===== config.mk =====
export PLATFORM = sky130hd
export DESIGN_NAME = switch_debouncer
export DESIGN_NICKNAME = d
export VERILOG_FILES = /design/src/rtl/switch_debouncer_pkg.sv /design/src/rtl/debounce_bit.sv /design/src/rtl/switch_debouncer.sv
export SDC_FILE = /design/constraint.sdc
export NUM_CORES = 1
export LEC_CHECK = 0
export ABC_AREA = 1
export BUFFER_PORTS_ARGS = -buffer_cell sky130_fd_sc_hd__buf_2
export CAP_MARGIN = 5
export CORE_MARGIN = 2
export CORE_UTILIZATION = 45
export CTS_BUF_LIST = sky130_fd_sc_hd__clkbuf_4
export DETAILED_ROUTE_END_ITERATION = 8
export SYNTH_ARGS = -nofsm -noshare
export SYNTH_HDL_FRONTEND = slang
export SYNTH_HIERARCHICAL = 1
export SYNTH_SLANG_ARGS = --single-unit
export TNS_END_PERCENT = 50

===== constraint.sdc =====
create_clock -name i_clk -period 2.02 [get_ports i_clk]
set_input_delay 0.303 -clock i_clk [delete_from_list [all_inputs] [get_ports i_clk]]
set_output_delay 0.303 -clock i_clk [all_outputs]
set_load 0.005 [all_outputs]

===== src/rtl/switch_debouncer_pkg.sv =====
// -----------------------------------------------------------------------------
// switch_debouncer_pkg
//   Shared board constants and types for the slide-switch debouncer.
//   CLK_HZ               : board system clock frequency.
//   DEBOUNCE_CYCLES_10MS : clocks in 10 ms, used as the default settle time.
//   db_state_e           : per-bit debounce FSM state.
// -----------------------------------------------------------------------------
package switch_debouncer_pkg;

    localparam int CLK_HZ               = 50_000_000;
    localparam int DEBOUNCE_CYCLES_10MS = CLK_HZ / 100;

    typedef enum logic {
        ST_STABLE  = 1'b0,  // synchronised input agrees with the output
        ST_PENDING = 1'b1   // input disagrees; counting consecutive mismatches
    } db_state_e;

endpackage


===== src/rtl/debounce_bit.sv =====
// -----------------------------------------------------------------------------
// debounce_bit
//   Two-flop synchroniser, stability counter and accept logic for one switch.
//   Ports:
//     i_clk    : system clock
//     i_rst_n  : asynchronous active-low reset
//     i_sw     : raw asynchronous switch pin
//     o_sw     : debounced level (registered)
//     o_rise   : one-cycle pulse on an accepted 0->1 change (registered)
//     o_fall   : one-cycle pulse on an accepted 1->0 change (registered)
//     o_accept : high in the cycle before o_rise/o_fall pulse, so the parent
//                can register its OR into a flag aligned with the pulses
// -----------------------------------------------------------------------------
module debounce_bit
    import switch_debouncer_pkg::*;
#(
    parameter int STABLE_CYCLES = DEBOUNCE_CYCLES_10MS
) (
    input  logic i_clk,
    input  logic i_rst_n,
    input  logic i_sw,
    output logic o_sw,
    output logic o_rise,
    output logic o_fall,
    output logic o_accept
);

    localparam int             CNT_W    = $clog2(STABLE_CYCLES);
    localparam logic [CNT_W-1:0] CNT_LAST = CNT_W'(STABLE_CYCLES - 1);

    logic             sync1;
    logic             s;
    db_state_e        state;
    db_state_e        state_next;
    logic [CNT_W-1:0] cnt;
    logic [CNT_W-1:0] cnt_next;
    logic             sw_next;
    logic             rise_next;
    logic             fall_next;

    // NOTE: every flop here uses non-blocking assignment so all registers
    // sample their inputs from the same edge, whatever the statement order.
    always_ff @(posedge i_clk or negedge i_rst_n) begin
        if (!i_rst_n) begin
            sync1  <= 1'b0;
            s      <= 1'b0;
            state  <= ST_STABLE;
            cnt    <= '0;
            o_sw   <= 1'b0;
            o_rise <= 1'b0;
            o_fall <= 1'b0;
        end else begin
            sync1  <= i_sw;
            s      <= sync1;
            state  <= state_next;
            cnt    <= cnt_next;
            o_sw   <= sw_next;
            o_rise <= rise_next;
            o_fall <= fall_next;
        end
    end

    always_comb begin
        // NOTE: defaults first so no path through the case leaves a signal
        // unassigned, which would otherwise infer a latch.
        state_next = state;
        cnt_next   = cnt;
        sw_next    = o_sw;
        rise_next  = 1'b0;
        fall_next  = 1'b0;

        case (state)
            ST_STABLE: begin
                if (s != o_sw) begin
                    state_next = ST_PENDING;
                    cnt_next   = CNT_W'(1);
                end
            end
            ST_PENDING: begin
                if (s == o_sw) begin
                    // Bounce returned to the accepted level: discard the run.
                    state_next = ST_STABLE;
                    cnt_next   = '0;
                end else if (cnt == CNT_LAST) begin
                    // Accepting clears the counter, so it can never wrap.
                    state_next = ST_STABLE;
                    cnt_next   = '0;
                    sw_next    = s;
                    rise_next  = s;
                    fall_next  = !s;
                end else begin
                    cnt_next = cnt + 1'b1;
                end
            end
            default: begin
                state_next = ST_STABLE;
                cnt_next   = '0;
            end
        endcase

        o_accept = rise_next | fall_next;
    end

endmodule


===== src/rtl/switch_debouncer.sv =====
// -----------------------------------------------------------------------------
// switch_debouncer
//   Synchronises and debounces WIDTH raw slide switches; each bit settles
//   independently after STABLE_CYCLES consecutive clocks at a new level.
//   Ports:
//     i_clk     : system clock
//     i_rst_n   : asynchronous active-low reset
//     i_sw      : raw asynchronous switch pins
//     o_sw      : debounced switch levels
//     o_rise    : per-bit one-cycle pulse on an accepted 0->1 change
//     o_fall    : per-bit one-cycle pulse on an accepted 1->0 change
//     o_changed : one-cycle flag, OR of all o_rise/o_fall bits, same cycle
// -----------------------------------------------------------------------------
module switch_debouncer
    import switch_debouncer_pkg::*;
#(
    parameter int WIDTH         = 10,
    parameter int STABLE_CYCLES = DEBOUNCE_CYCLES_10MS
) (
    input  logic             i_clk,
    input  logic             i_rst_n,
    input  logic [WIDTH-1:0] i_sw,
    output logic [WIDTH-1:0] o_sw,
    output logic [WIDTH-1:0] o_rise,
    output logic [WIDTH-1:0] o_fall,
    output logic             o_changed
);

    logic [WIDTH-1:0] accept;

    for (genvar b = 0; b < WIDTH; b++) begin : g_bit
        debounce_bit #(
            .STABLE_CYCLES(STABLE_CYCLES)
        ) u_bit (
            .i_clk   (i_clk),
            .i_rst_n (i_rst_n),
            .i_sw    (i_sw[b]),
            .o_sw    (o_sw[b]),
            .o_rise  (o_rise[b]),
            .o_fall  (o_fall[b]),
            .o_accept(accept[b])
        );
    end

    // Registered from the same next-cycle accept terms as the pulses, so the
    // flag lines up with o_rise/o_fall without a combinational OR on outputs.
    always_ff @(posedge i_clk or negedge i_rst_n) begin
        if (!i_rst_n) begin
            o_changed <= 1'b0;
        end else begin
            o_changed <= |accept;
        end
    end

endmodule


==> flow_results.org <==
** Detailed routing
- In this run, the number of DRC markers left after iteration 0 of detailed routing was approximately 610.
- After detailed routing, the wire length on met1 is 15.9 mm.
- Top routing layer in use :: met4
- In the routed layout, each cell is associated on average with a via count of approximately 5.
- Wires add up to 32.7 mm.
- Total iterations of the first detailed-routing run :: 5
- Via count :: ~12k
- In the final routed layout, each cell accounts on average for between 10 and 15 um.
- Summed over all nets, wire length on met3 after detailed routing comes to approximately 1.3 mm.
- Detailed routing placed a total of ~15 mm of wire on met2.
- DR DRC count :: 0
- The count of nets left with antenna violations once routing finished came out at 0.

** Worst setup path
- STA puts the critical path data required time at about 2.7 ns.
- Highest net fanout along the worst path :: 4
- At the worst endpoint, the arrival time is between 2 and 2.5 ns.
- Crit path max-delay cell type :: sky130_fd_sc_hd__nor4_1
- Slowest Stage Delay on Critical Path :: 0.49 ns
- Type of origin of the critical path :: flip-flop
- Walking the worst path, the cells encountered are ha_1 > nand2_2 > nor2_4 > inv_2 > nor4_1 > nor2_1 > nand2_1 > nor2_1 > nand2_1.
- Startpoint-to-endpoint class of the critical path :: reg2reg
- Together, buffers and inverters on the worst path number 1.
- Dominant delay contributor by cell family on the critical path :: simple AND/OR/NAND/NOR gates
- The worst setup path is captured at a flip-flop.

** Final layout
- Area used by sequential logic in the layout :: 6280 um^2
- Final design area excluding fillers :: between 15000 and 20000 um^2
- At the end of the flow the core is filled with cells to 0.516.
- At the end of the flow, the number of nets in the layout was about 2.0k.
- After filler insertion, the fill cell instance count of the layout stands at about 3.2k.
- In the final layout, the multi-input gates occupy a little under 8000 um^2.
- Area growth from synthesis to final layout :: 12.1%
- Share of cells above drive strength 1 :: 0.230

** STA
- Number of failing hold endpoints at the final stage :: 0
- Clock skew on the completed layout was measured at 0.0389 ns.
- Transition time at the pin with the least slew margin :: 0.505 ns
- Final Slew Violations :: 0
- The worst pin sits at a relative slew slack of 0.661.
- Period utilisation layout :: 0.904
- Static timing analysis puts the maximum clock frequency at around 0.55 GHz.
- Setup repair after global routing left no endpoint under its margin.
- The worst path needs roughly 1.8 ns of the cycle, external delays included.
- Setup total negative slack :: 0 ns
- Setup violations remaining at the end of the flow were counted as 0.

** Logic synthesis
- Of the post-synthesis cell area, the dominant cell type holds 0.417.
- The number of nets handed over by synthesis was 1870.
- Synth warnings :: 6
- Counting every instance in the synthesized netlist gives between 1.5k and 2k.
- Count of flip-flops with a built-in enable after synthesis :: 0
- Synth area leader :: sky130_fd_sc_hd__dfrtp_1
- Summing every instance area after synthesis gives approximately 15000 um^2.
- Of the synthesized area, sequential elements account for 0.417.
- Fraction of registers with async set or reset after synthesis :: 1.00
- Synth Flop Type :: sky130_fd_sc_hd__dfrtp_1
- Top area cells in the synthesized netlist :: sky130_fd_sc_hd__dfrtp_1 (42%), sky130_fd_sc_hd__nand2_1 (9.9%), sky130_fd_sc_hd__nor2_4 (5.2%), sky130_fd_sc_hd__inv_1 (5.2%), sky130_fd_sc_hd__nand3_1 (4.7%)
- Synthesis inferred about 250 register bits.
- Counting distinct cell types in the post-synthesis netlist gives 38.
- In this run the mean area of a mapped cell was roughly 8 um^2.

** Clocking
- Clock-pin slew was measured on the worst setup and hold paths at about 0.070 ns.
- CTS Buf Count :: 74
- H-tree Lvls :: 3
- The longest clock path from root to sink contains 3 buffers.
- In this run the post-CTS setup repair buffer count came out at 0.
- Clock tree synthesis selected as its root buffer the cell sky130_fd_sc_hd__clkbuf_4.
- Clock sinks :: 251
- For the worst-skew pair, the clock arrives at the later sink with an insertion delay of ~0.72 ns.
- Clock tree from TritonCTS :: done

** Job
- The tool flagged a number of max-cap violations equal to 0.

** Power and ir drop
- Maximum VDD drop :: around 450 uV
- Summing internal, switching and leakage power gives approximately 10 mW.
- Leakage power figure :: 7.09 nW
- In this run the power density over the cells is roughly 620 nW/um^2.

** Floorplanning
- For this configuration, the core starts out at a cell density of 0.460.
- In this run the count of I/O pins placed on the die edge is 43.
- Count of standard-cell rows :: 66
- The core region is roughly 33000 um^2.
- From left edge to right edge, the die measures between 150 and 200 um.
- Measured along the y axis, the die boundary spans roughly 190 um.
- Die area :: ~35000 um^2

** Min path
- Hold crit path type :: in2async

** Placed design
- Detailed placement HPWL :: 23.4 mm
- The placed instances occupy a cell area of approximately 16000 um^2.
- RD Place Congestion :: roughly 0.87
- I/O Buffers :: 42

** Global routing
- After global routing the overflow that remains totals 0.
- In the global route stage, overall resource usage came out at 0.193.
- First-pass GRT wire length :: ~57 mm
- The initial antenna violation count came to 2.
- Number of global-route vias before repair :: ~12k
- Maximum number of pins on one net before global-route repair :: 58

** Run status
- Outcome :: finished, final reports clean
## cell usage after synthesis, types with 6 or more instances
cell / count
sky130_fd_sc_hd__nand2_2: 70
sky130_fd_sc_hd__nor2_4: 70
sky130_fd_sc_hd__nor2_1: 165
sky130_fd_sc_hd__buf_2: 9
sky130_fd_sc_hd__inv_1: 208
sky130_fd_sc_hd__nand4_1: 32
sky130_fd_sc_hd__xnor2_1: 20
sky130_fd_sc_hd__o21ai_0: 65
sky130_fd_sc_hd__nor3_2: 10
sky130_fd_sc_hd__a21oi_1: 48
sky130_fd_sc_hd__o21bai_2: 9
sky130_fd_sc_hd__o22ai_1: 45
sky130_fd_sc_hd__a31o_2: 9
sky130_fd_sc_hd__a21oi_2: 10
sky130_fd_sc_hd__nand2_1: 396
sky130_fd_sc_hd__nand3_1: 141
sky130_fd_sc_hd__nor3_1: 12
sky130_fd_sc_hd__o21ai_1: 60
sky130_fd_sc_hd__or2_4: 10
sky130_fd_sc_hd__nand4_2: 9
sky130_fd_sc_hd__xor2_1: 61
sky130_fd_sc_hd__nor2_2: 21
sky130_fd_sc_hd__nand2_4: 21
sky130_fd_sc_hd__dfrtp_1: 251
sky130_fd_sc_hd__a21boi_1: 9
sky130_fd_sc_hd__a21oi_4: 9
sky130_fd_sc_hd__o21ai_2: 12
sky130_fd_sc_hd__o22ai_2: 6
sky130_fd_sc_hd__nand3_2: 19
sky130_fd_sc_hd__inv_2: 24
sky130_fd_sc_hd__ha_1: 10
## cell families (layout without fill, tap and decap cells)
kind of cell             Yosys count  after routing  share of synthesized area
XOR/XNOR                          81             81                     0.0471
AO/OA/AOI/OAI                    283            283                      0.121
AND/OR/NAND/NOR                  980            980                      0.344
other                              0              2                          0
adder cells (fa/ha/maj)           10             10                    0.00831
buffers and inverters            243            422                     0.0624
flip-flops                       251            251                      0.417
## cell usage in the layout (no fill, tap or decap), types with 10 or more instances in the layout
cell type,n
sky130_fd_sc_hd__a21oi_1,48
sky130_fd_sc_hd__a21oi_2,10
sky130_fd_sc_hd__buf_2,41
sky130_fd_sc_hd__clkbuf_4,94
sky130_fd_sc_hd__clkinv_1,21
sky130_fd_sc_hd__dfrtp_1,251
sky130_fd_sc_hd__dlygate4sd3_1,11
sky130_fd_sc_hd__ha_1,10
sky130_fd_sc_hd__inv_1,208
sky130_fd_sc_hd__inv_2,28
sky130_fd_sc_hd__nand2_1,396
sky130_fd_sc_hd__nand2_2,70
sky130_fd_sc_hd__nand2_4,21
sky130_fd_sc_hd__nand3_1,141
sky130_fd_sc_hd__nand3_2,19
sky130_fd_sc_hd__nand4_1,32
sky130_fd_sc_hd__nor2_1,165
sky130_fd_sc_hd__nor2_2,21
sky130_fd_sc_hd__nor2_4,70
sky130_fd_sc_hd__nor3_1,12
sky130_fd_sc_hd__nor3_2,10
sky130_fd_sc_hd__o21ai_0,65
sky130_fd_sc_hd__o21ai_1,60
sky130_fd_sc_hd__o21ai_2,12
sky130_fd_sc_hd__o22ai_1,45
sky130_fd_sc_hd__or2_4,10
sky130_fd_sc_hd__xnor2_1,20
sky130_fd_sc_hd__xor2_1,61
## worst reg2reg max path, stage by stage (launching register included)
cell and delay, ns:
sky130_fd_sc_hd__dfrtp_1 0.40, sky130_fd_sc_hd__ha_1 0.25, sky130_fd_sc_hd__nand2_2 0.10, sky130_fd_sc_hd__nor2_4 0.16, sky130_fd_sc_hd__inv_2 0.07, sky130_fd_sc_hd__nor4_1 0.49
sky130_fd_sc_hd__nor2_1 0.10, sky130_fd_sc_hd__nand2_1 0.07, sky130_fd_sc_hd__nor2_1 0.07, sky130_fd_sc_hd__nand2_1 0.06
## sequential cells by signal, summed over array words and instances, names as in the netlist
register	flops
g_bit.u_bit/cnt	190
g_bit.u_bit/o_rise	10
o_changed	1
g_bit.u_bit/state	10
g_bit.u_bit/o_sw	10
g_bit.u_bit/s	10
g_bit.u_bit/o_fall	10
g_bit.u_bit/sync1	10
## final cells by class
type                            instances  share of cell area
Tap cell                              442              0.0328
Antenna cell                            2            0.000297
Clock inverter                         31             0.00905
Multi-Input combinational cell       1354               0.464
Sequential cell                       251               0.372
Inverter                              233              0.0518
Timing Repair Buffer                   64              0.0274
Clock buffer                           94              0.0418
## per-layer routing
layer | GRT usage | up-vias
li1 | - | 6310
met1 | 0.262 | 5825
met2 | 0.304 | 203
met3 | 0.0407 | 57
met4 | 0.0678 | 0
met5 | 0 | -
## power breakdown
group	total [mW]	internal (mW)	switching (mW)
sequential	5.27	5.14	0.132
combinational	0.676	0.232	0.444
clock	4.54	2.31	2.23
total	10.5	7.68	2.81
## path summary, 6_finish.rpt
check / start / to / slack [ns] / cells after the start
min in group i_clk: i_sw[4] / g_bit[4].u_bit/sync1 / 0.23 / 2
worst max-delay path: g_bit[9].u_bit/cnt[0] / o_changed / 0.19 / 9
worst max register to register: g_bit[9].u_bit/cnt[0] / o_changed / 0.19 / 9
max in group asynchronous: i_rst_n / g_bit[0].u_bit/sync1 / 1.22 / 3
worst min register to register: g_bit[6].u_bit/sync1 / g_bit[6].u_bit/s / 0.35 / 0
worst min-delay path: i_rst_n / g_bit[4].u_bit/cnt[11] / 0.13 / 2
## stage by stage
| step | hold slack, ns | cells | worst slack, ns |
|---|---|---|---|
| floorplan | 0.00741 | 1848 | 0.609 |
| global placement | 0.285 | 2333 | 0.233 |
| detailed placement | 0.291 | 2333 | 0.182 |
| CTS | 0.0687 | 2469 | 0.160 |
| global route | 0.0918 | 2471 | 0.0731 |
| finish | 0.126 | 2471 | 0.194 |
## what timing repair did
action,CTS,global route
endpoints found under the hold margin,261,0
hold buffers,11,0
gates resized for setup,0,0
No activity file was read; power rests on OpenSTA's default activity.
